## config.mk

```make
export PLATFORM = sky130hd
export DESIGN_NAME = ym3438_pg_increment
export DESIGN_NICKNAME = d
export VERILOG_FILES = /design/src/rtl/ym3438_pg_increment.sv
export SDC_FILE = /design/constraint.sdc
export NUM_CORES = 1
export LEC_CHECK = 0
export BUFFER_PORTS_ARGS = -buffer_cell sky130_fd_sc_hd__buf_2
export CORE_MARGIN = 5
export CORE_UTILIZATION = 55
export DETAILED_ROUTE_END_ITERATION = 16
export PLACE_DENSITY = 0.81
export SYNTH_ARGS = -nofsm -noshare
export SYNTH_HDL_FRONTEND = slang
export SYNTH_SLANG_ARGS = --single-unit
```

## constraint.sdc

```tcl
create_clock -name MCLK -period 3.6 [get_ports MCLK]
set_input_delay 0.36 -clock MCLK [delete_from_list [all_inputs] [get_ports MCLK]]
set_output_delay 0.36 -clock MCLK [all_outputs]
set_load 0.1 [all_outputs]
```

## src/rtl/ym3438_pg_increment.sv

```systemverilog
// ym3438_pg_increment
// Phase-generator increment pipeline: c1 hold latches feed a three-stage,
// c2-advanced pipeline computing (fnum << block) >> 1, detune, then multiply.
// Each result carries the slot index it entered with and its valid flag.

module ym3438_pg_increment (
   input  logic        MCLK,
   input  logic        IC,
   input  logic        c1,
   input  logic        c2,
   input  logic        sync,
   input  logic        in_valid,
   input  logic [10:0] fnum,
   input  logic [2:0]  block,
   input  logic [3:0]  multi,
   input  logic        dt_sign,
   input  logic [4:0]  dt_value,
   output logic [19:0] inc,
   output logic        inc_valid,
   output logic [4:0]  inc_slot
);

   // c2 wins when both phases coincide, so the latches only load on c1 alone
   logic load;
   assign load = c1 & ~c2;

   // hold latches
   logic [10:0] fnum_l;
   logic [2:0]  block_l;
   logic [3:0]  multi_l;
   logic        sync_l;
   logic        valid_l;
   logic        dt_sign_l;
   logic [4:0]  dt_value_l;

   // slot counter and pipeline registers
   logic [4:0]  cnt;
   logic [16:0] base1;
   logic [3:0]  multi1;
   logic        valid1;
   logic [4:0]  slot1;
   logic [16:0] det2;
   logic [3:0]  multi2;
   logic        valid2;
   logic [4:0]  slot2;

   // next-state values
   logic [4:0]  cnt_next;
   logic [16:0] base_next;
   logic [16:0] det_next;
   logic [19:0] prod;
   logic [19:0] inc_next;

   // next slot index: sync forces slot 0, otherwise count 0..23 and wrap
   always_comb begin
      // NOTE: default first so every path assigns and no latch is inferred
      cnt_next = cnt + 5'd1;
      if (sync_l || cnt == 5'd23)
         cnt_next = 5'd0;
   end

   // base = (fnum << block) >> 1, at most 11+6 = 17 bits, so it is exact
   always_comb begin
      base_next = {7'd0, fnum_l[10:1]};
      if (block_l != 3'd0)
         base_next = {6'd0, fnum_l} << (block_l - 3'd1);
   end

   // detune uses whatever sits in the dt latches at this advance, which is
   // one slot later than the operand now moving into stage 2
   always_comb begin
      det_next = base1 + {12'd0, dt_value_l};
      if (dt_sign_l)
         det_next = base1 - {12'd0, dt_value_l};
   end

   // multi = 0 means one half; otherwise multiply and keep the low 20 bits
   always_comb begin
      prod     = {3'd0, det2} * {16'd0, multi2};
      inc_next = prod;
      if (multi2 == 4'd0)
         inc_next = {4'd0, det2[16:1]};
   end

   // c1 hold latches
   always_ff @(posedge MCLK or negedge IC) begin
      if (!IC) begin
         fnum_l     <= '0;
         block_l    <= '0;
         multi_l    <= '0;
         sync_l     <= 1'b0;
         valid_l    <= 1'b0;
         dt_sign_l  <= 1'b0;
         dt_value_l <= '0;
      end else if (load) begin
         // NOTE: non-blocking so every register samples pre-edge values
         fnum_l     <= fnum;
         block_l    <= block;
         multi_l    <= multi;
         sync_l     <= sync;
         valid_l    <= in_valid;
         dt_sign_l  <= dt_sign;
         dt_value_l <= dt_value;
      end
   end

   // slot counter and the three pipeline stages, all advancing on c2
   always_ff @(posedge MCLK or negedge IC) begin
      if (!IC) begin
         cnt       <= '0;
         base1     <= '0;
         multi1    <= '0;
         valid1    <= 1'b0;
         slot1     <= '0;
         det2      <= '0;
         multi2    <= '0;
         valid2    <= 1'b0;
         slot2     <= '0;
         inc       <= '0;
         inc_valid <= 1'b0;
         inc_slot  <= '0;
      end else if (c2) begin
         cnt       <= cnt_next;
         base1     <= base_next;
         multi1    <= multi_l;
         valid1    <= valid_l;
         slot1     <= cnt_next;
         det2      <= det_next;
         multi2    <= multi1;
         valid2    <= valid1;
         slot2     <= slot1;
         inc       <= inc_next;
         inc_valid <= valid2;
         inc_slot  <= slot2;
      end
   end

endmodule

```

==> results of run 1 <==
registers in the layout, summed over array words and instances, names as in the netlist:
name	flops
det2	17
inc_slot	5
dt_value_l	5
slot2	5
slot1	5
fnum_l	11
multi_l	4
inc	20
block_l	3
inc_valid	1
multi2	4
sync_l	1
valid1	1
multi1	4
valid2	1
base1	17
dt_sign_l	1
valid_l	1
worst reg2reg max path, stage by stage, from the launching register on:
cell      delay (ps)
dfrtp_2          440
buf_6            130
and2_4           130
fa_1             540
inv_2             40
fa_1             510
inv_2             50
ha_4             270
a21o_1           140
o21ba_4          160
o21a_1           170
a2111o_1         420
a21o_1           160
a32o_1           240
repair_timing:
item / 4_1_cts / 5_1_grt
endpoints found under the hold margin: 0 / 0
resized for setup: 5 / 48
pin swaps: 0 / 27
setup buffers: 0 / 13
setup endpoints to repair: 5 / 9
hold buffers: 0 / 0
Yosys cell counts, drive strengths merged, types with 4 or more instances:
cell | n | area share [%]
a211o | 4 | 0.46
a31o | 4 | 0.46
buf | 11 | 0.60
o21a | 9 | 0.88
nand2 | 69 | 3.4
dfrtp | 106 | 35
nor3 | 17 | 1.3
and3 | 6 | 0.51
xnor2 | 20 | 2.3
a21oi | 53 | 3.5
clkbuf | 25 | 1.2
ha | 44 | 7.2
nor2 | 47 | 2.3
a21o | 12 | 1.2
mux4 | 4 | 1.2
nand4 | 5 | 0.41
fa | 31 | 8.1
a211oi | 9 | 0.88
inv | 77 | 3.8
nand3 | 16 | 1.0
o2bb2ai | 7 | 0.80
mux2 | 58 | 8.5
and2 | 45 | 3.7
o211ai | 9 | 0.95
mux2i | 11 | 1.4
o21bai | 4 | 0.39
o21ai | 37 | 2.4
a31oi | 9 | 0.74
nor2b | 10 | 0.82
through the flow:
stage                     area (sq um)  cells  util (%)  setup TNS [ps]
after floorplan                   7740    802         -               0
after global placement            8440   1046      61.2           -9.88
after detailed placement          8440   1046      61.2            -127
after CTS                         8750   1062      63.5               0
after global routing              8980   1075      65.2            -128
final                             8980   1075      65.2               0
final cells by class:
type                    instances  area (sq um)
well taps                     180           225
clock buffers                  10           239
repair buffers                113           748
fillers                      1092          4790
inverters                      78           293
flip-flops and latches        106          2660
clock inverters                 6          52.6
multi-input cells             582          4770
layout by cell type (no fill, tap or decap), drive strengths merged, types with 10 or more instances in the layout:
cell type,n
buf,113
xnor2,20
a21oi,53
inv,83
dfrtp,106
o21ai,37
ha,44
clkbuf,10
and2,45
nand3,16
nor2b,10
mux2i,11
mux2,58
a21o,12
nor2,47
nor3,17
fa,31
nand2,69
metal layers:
metal  up-vias  GRT usage [%]  routed length (um)
met5         -              0                   0
met4         0           5.49                 251
met3        21           2.96                 763
met2       154           36.9                8400
met1      2927           27.7                7470
li1       2978              -                   -
path summary, 6_finish.rpt:
path                       slack (ps)                endpoint  depth (start not counted)
max                                70     inc[17]$_DFFE_PN0P_                         13
min                                90      inc[5]$_DFFE_PN0P_                          1
max reg2reg                        70     inc[17]$_DFFE_PN0P_                         13
min reg2reg                       470      inc[5]$_DFFE_PN0P_                          1
max in group asynchronous        2670   multi2[3]$_DFFE_PN0P_                          2
min in group MCLK                 210  block_l[0]$_DFFE_PN0P_                          3
logic make-up after synthesis:
group                    count (synthesis)  synth area share [%]
AO/OA/AOI/OAI                          182                  15.7
buffers and inverters                  114                  5.65
XOR/XNOR                                22                  2.52
adder cells (fa/ha/maj)                 75                  15.3
flip-flops                             106                  34.6
multiplexers                            73                  11.1
AND/OR/NAND/NOR                        230                  15.1
==> reports/qor.txt, run 1 <==
Clock transition at path regs - 80 ps
CP max stage cell - fa_1
Avg Inst Size Synth - 9.55 sq um
Crit path launch type - register
CTS tree - built
TritonCTS Buffers - 9
Crit path capture type - register
Hold Violations, Final - 0
Via density - 5.66
DRT iter0 DRCs - 453
CP Launch Point - multi2[1]$_DFFE_PN0P_
Dpl hpwl - 12,100 um
Clk Latency, worst-skew pair - 360 ps
Final period utilization - 98.1%
Area delta synth->final - 17.3%
Critical Path RT - 3850 ps
F_max - 283 MHz
Initial antenna violation count - 0
Clock tree buffer depth - 2
Number of synthesized flops with an enable pin - 0
Vias in the first global route - 6,029
Port bufs - 55
Gr ovfl total - 0
Main synth FF type - dfrtp_1
Drt wl/cell - 15.7 um
Worst-path maximum fanout - 5
Share of synthesized registers carrying an async set or reset - 100%
Num ports - 56
CP Class - reg -> reg
Full die area - 0.0164 sq mm
FF-to-FF Start - multi2[1]$_DFFE_PN0P_
Place WS - -65.5 ps
Pin count of the biggest net entering global routing - 83
Final nets - 995
Chip height - 128 um
Initial Utilization - 55.6%
First-pass iteration count of the detailed router - 5
Remaining antenna violation count - 0
Crit path DAT - 3780 ps
Fraction of layout cells with a size suffix above 1 - 27.5%
First-pass GRT wire length - 28,500 um
Antenna cell count - 0
Total Routing Usage GR - 21.1%
Slew @ Worst Pin - 1130 ps
Relative slew margins - 24.7%
Rows - 43
Hold slack - 94.5 ps
Total wire length - 16,900 um
CP max stage delay - 540 ps
Unique masters post-synth - 67
Crit path cell chain - buf_6, and2_4, fa_1, inv_2, fa_1, inv_2, ha_4, a21o_1, o21ba_4, o21a_1, a2111o_1, a21o_1, a32o_1
Synthesized net count - 907
Seq/Total Area, Yosys - 34.6%
Final WS setup - 69.7 ps
Via Count - 6,080
Slew Viols, Final - 0
Worst Hold Class - in -> async
Die width - 128 um
Max cap viols - 0
Mapped Cells - 802
Outcome - complete, no violations
Crit path max-delay family - adder cells
Sink Count - 106
Depth of the CTS H-tree - 3
Seq cells post-synth - 106
Root Buffer - clkbuf_16
GPL Wtd Cong - 0.965
Number of buffer and inverter stages on the critical path - 3
Minimum clock period after layout - 3530 ps
Synth Cell Area - 0.00766 sq mm
Final setup viols - 0
Core ar. - 0.0138 sq mm
DRC - 0
Synth warn - 0
Clock skew - 8.46 ps
Power of run 1 is not shown: default switching activity piles up to over one toggle a cycle in this logic, so the estimate is an artifact.
==> run 2: changes to the inputs <==
--- a/config.mk
+++ b/config.mk
@@ -8,6 +8,7 @@
 export BUFFER_PORTS_ARGS = -buffer_cell sky130_fd_sc_hd__buf_2
 export CORE_MARGIN = 5
 export CORE_UTILIZATION = 55
+export CTS_BUF_LIST = sky130_fd_sc_hd__clkbuf_4 sky130_fd_sc_hd__clkbuf_8
 export DETAILED_ROUTE_END_ITERATION = 16
 export PLACE_DENSITY = 0.81
 export SYNTH_ARGS = -nofsm -noshare
==> constraint.sdc (replaced) <==
create_clock -name MCLK -period 3.2 [get_ports MCLK]
set_input_delay 0.32 -clock MCLK [delete_from_list [all_inputs] [get_ports MCLK]]
set_output_delay 0.32 -clock MCLK [all_outputs]
set_load 0.1 [all_outputs]
==> reports/qor.txt, run 2 (synthesis results as in run 1) <==
Outcome - finished with violations
Failing checks - negative setup slack
Final period utilization - 109%
Sink Count - 106
Worst Hold Class - in -> reg
Total Routing Usage GR - 22.1%
First-pass GRT wire length - 29,800 um
DRT iter0 DRCs - 492
Vias in the first global route - 6,356
Critical Path RT - 3500 ps
Via density - 5.68
Relative slew margins - 51.7%
Depth of the CTS H-tree - 3
Crit-path most repeated cell - fa_1
Clock transition at path regs - 110 ps
Crit path DAT - 3800 ps
Hold depth - 3
Full die area - 0.0164 sq mm
Total wire length - 17,600 um
Fraction of layout cells with a size suffix above 1 - 34.0%
Fillcell total - 1,091
Chip height - 128 um
Via Count - 6,301
Core ar. - 0.0138 sq mm
Pin count of the biggest net entering global routing - 57
Number of buffer and inverter stages on the critical path - 3
Drt wl/cell - 15.9 um
Design area - 0.00938 sq mm
Reg with most FFs - inc
Port bufs - 55
Initial antenna violation count - 0
DRC - 0
Hold Violations, Final - 0
Initial Utilization - 55.6%
Crit path cell chain - buf_6, and2_4, fa_1, inv_1, fa_1, inv_2, ha_4, a21oi_4, o21ba_1, o21a_1, a2111o_1, a21o_1, a32o_1
GPL Wtd Cong - 0.935
Crit path launch type - register
Final setup viols - 12
Area after DPL - 0.00873 sq mm
TritonCTS Buffers - 9
Area delta synth->final - 22.5%
Critical Path Stages - 13
Clk Latency, worst-skew pair - 400 ps
Clock skew - 12.8 ps
Gr ovfl total - 0
CP Class - reg -> reg
Clock tree buffer depth - 2
Crit path max-delay family - compound AO/OA/AOI/OAI gates
R2R depth - 13
Crit path capture type - register
RSZ-0062 raised after global routing - yes
Final WS setup - -295 ps
Final nets - 1,029
Max cap viols - 0
Commonest non-fill, non-tap cell in the layout - dfrtp_1
Minimum clock period after layout - 3490 ps
CP max stage cell - fa_1
Top flop regs - inc: 20 flops, base1: 17 flops, det2: 17 flops
Slew @ Worst Pin - 725 ps
Antenna cell count - 0
Dpl hpwl - 12,600 um
Rows - 43
F_max - 286 MHz
Commonest non-fill, non-tap cells in the layout - 103 x dfrtp_1, 80 x buf_4, 64 x nand2_1
Slew Viols, Final - 0
Root Buffer - clkbuf_8
CTS tree - built
Max FFs per register - 20
Remaining antenna violation count - 0
Num ports - 56
CP max stage delay - 490 ps
First-pass iteration count of the detailed router - 5
Die width - 128 um
Worst-path maximum fanout - 5
-- run 2: changes by cell type in the layout (fill, tap and decap cells not counted), moves of 4 or more --
cell       delta
buf_4        +28
clkbuf_16     -9
clkbuf_8      +8
and2_1        -6
and2_4        +6
buf_6         +5
ha_4          +5
inv_1         -5
inv_2         +5
o21ai_2       +5
a21oi_1       -4
inv_6         -4
o21ai_0       -4
-- run 2: stage by stage --
stage / TNS [ps] / setup slack (ps) / std cells / utilization [%] / hold WS, ps
floorplan: -931 / -294 / 802 / - / 24.4
global placement: -2420 / -333 / 1076 / 63.4 / 422
detailed placement: -3130 / -421 / 1076 / 63.4 / 426
CTS: -1070 / -227 / 1107 / 67.1 / 105
global route: -3010 / -383 / 1109 / 68.1 / 121
finish: -1400 / -295 / 1109 / 68.1 / 124
-- run 2: worst paths after layout --
check | startpoint | end | slack, ps
min reg2reg | inc[5]$_DFFE_PN0P_ | inc[5]$_DFFE_PN0P_ | 490
min | block[0] | block_l[0]$_DFFE_PN0P_ | 120
max reg2reg | multi2[3]$_DFFE_PN0P_ | inc[17]$_DFFE_PN0P_ | -290
min in group asynchronous | IC | inc[9]$_DFFE_PN0P_ | 510
max in group asynchronous | IC | base1[6]$_DFFE_PN0P_ | 1960
max | multi2[3]$_DFFE_PN0P_ | inc[17]$_DFFE_PN0P_ | -290
-- run 2: area by class of cell --
type                            count  area, sq um  area share (%)
Multi-Input combinational cell    582         4990            53.2
Sequential cell                   106         2660            28.3
Timing Repair Buffer              147         1020            10.9
Inverter                           78          293            3.12
Tap cell                          180          225            2.40
Clock buffer                        9          124            1.32
Clock inverter                      7         68.8           0.734
-- run 2: repair_timing --
action	in CTS	in global routing
hold buffers	1	0
endpoints found under the setup margin	13	16
resized for setup	61	33
buffers inserted	17	3
hold endpoints to repair	41	0
pin swaps	33	32
-- run 2: worst reg2reg max path, stage by stage, from the launching register on --
cell and delay [ps]:
dfrtp_2 460, buf_6 140, and2_4 130, fa_1 490, inv_1 50, fa_1 490, inv_2 50, ha_4 280
a21oi_4 60, o21ba_1 200, o21a_1 210, a2111o_1 440, a21o_1 170, a32o_1 230
-- run 2: per-layer routing --
layer / vias to the layer above / share of wire, % / global-route usage [%] / wire length (um)
met5: - / 0 / 0 / 0
met4: 0 / 2.4 / 7.24 / 421
met3: 40 / 3.8 / 3.38 / 677
met2: 143 / 50 / 38.2 / 8750
met1: 3083 / 44 / 28.4 / 7750
li1: 3035 / - / - / -
Power of run 2 is left out for the same reason.
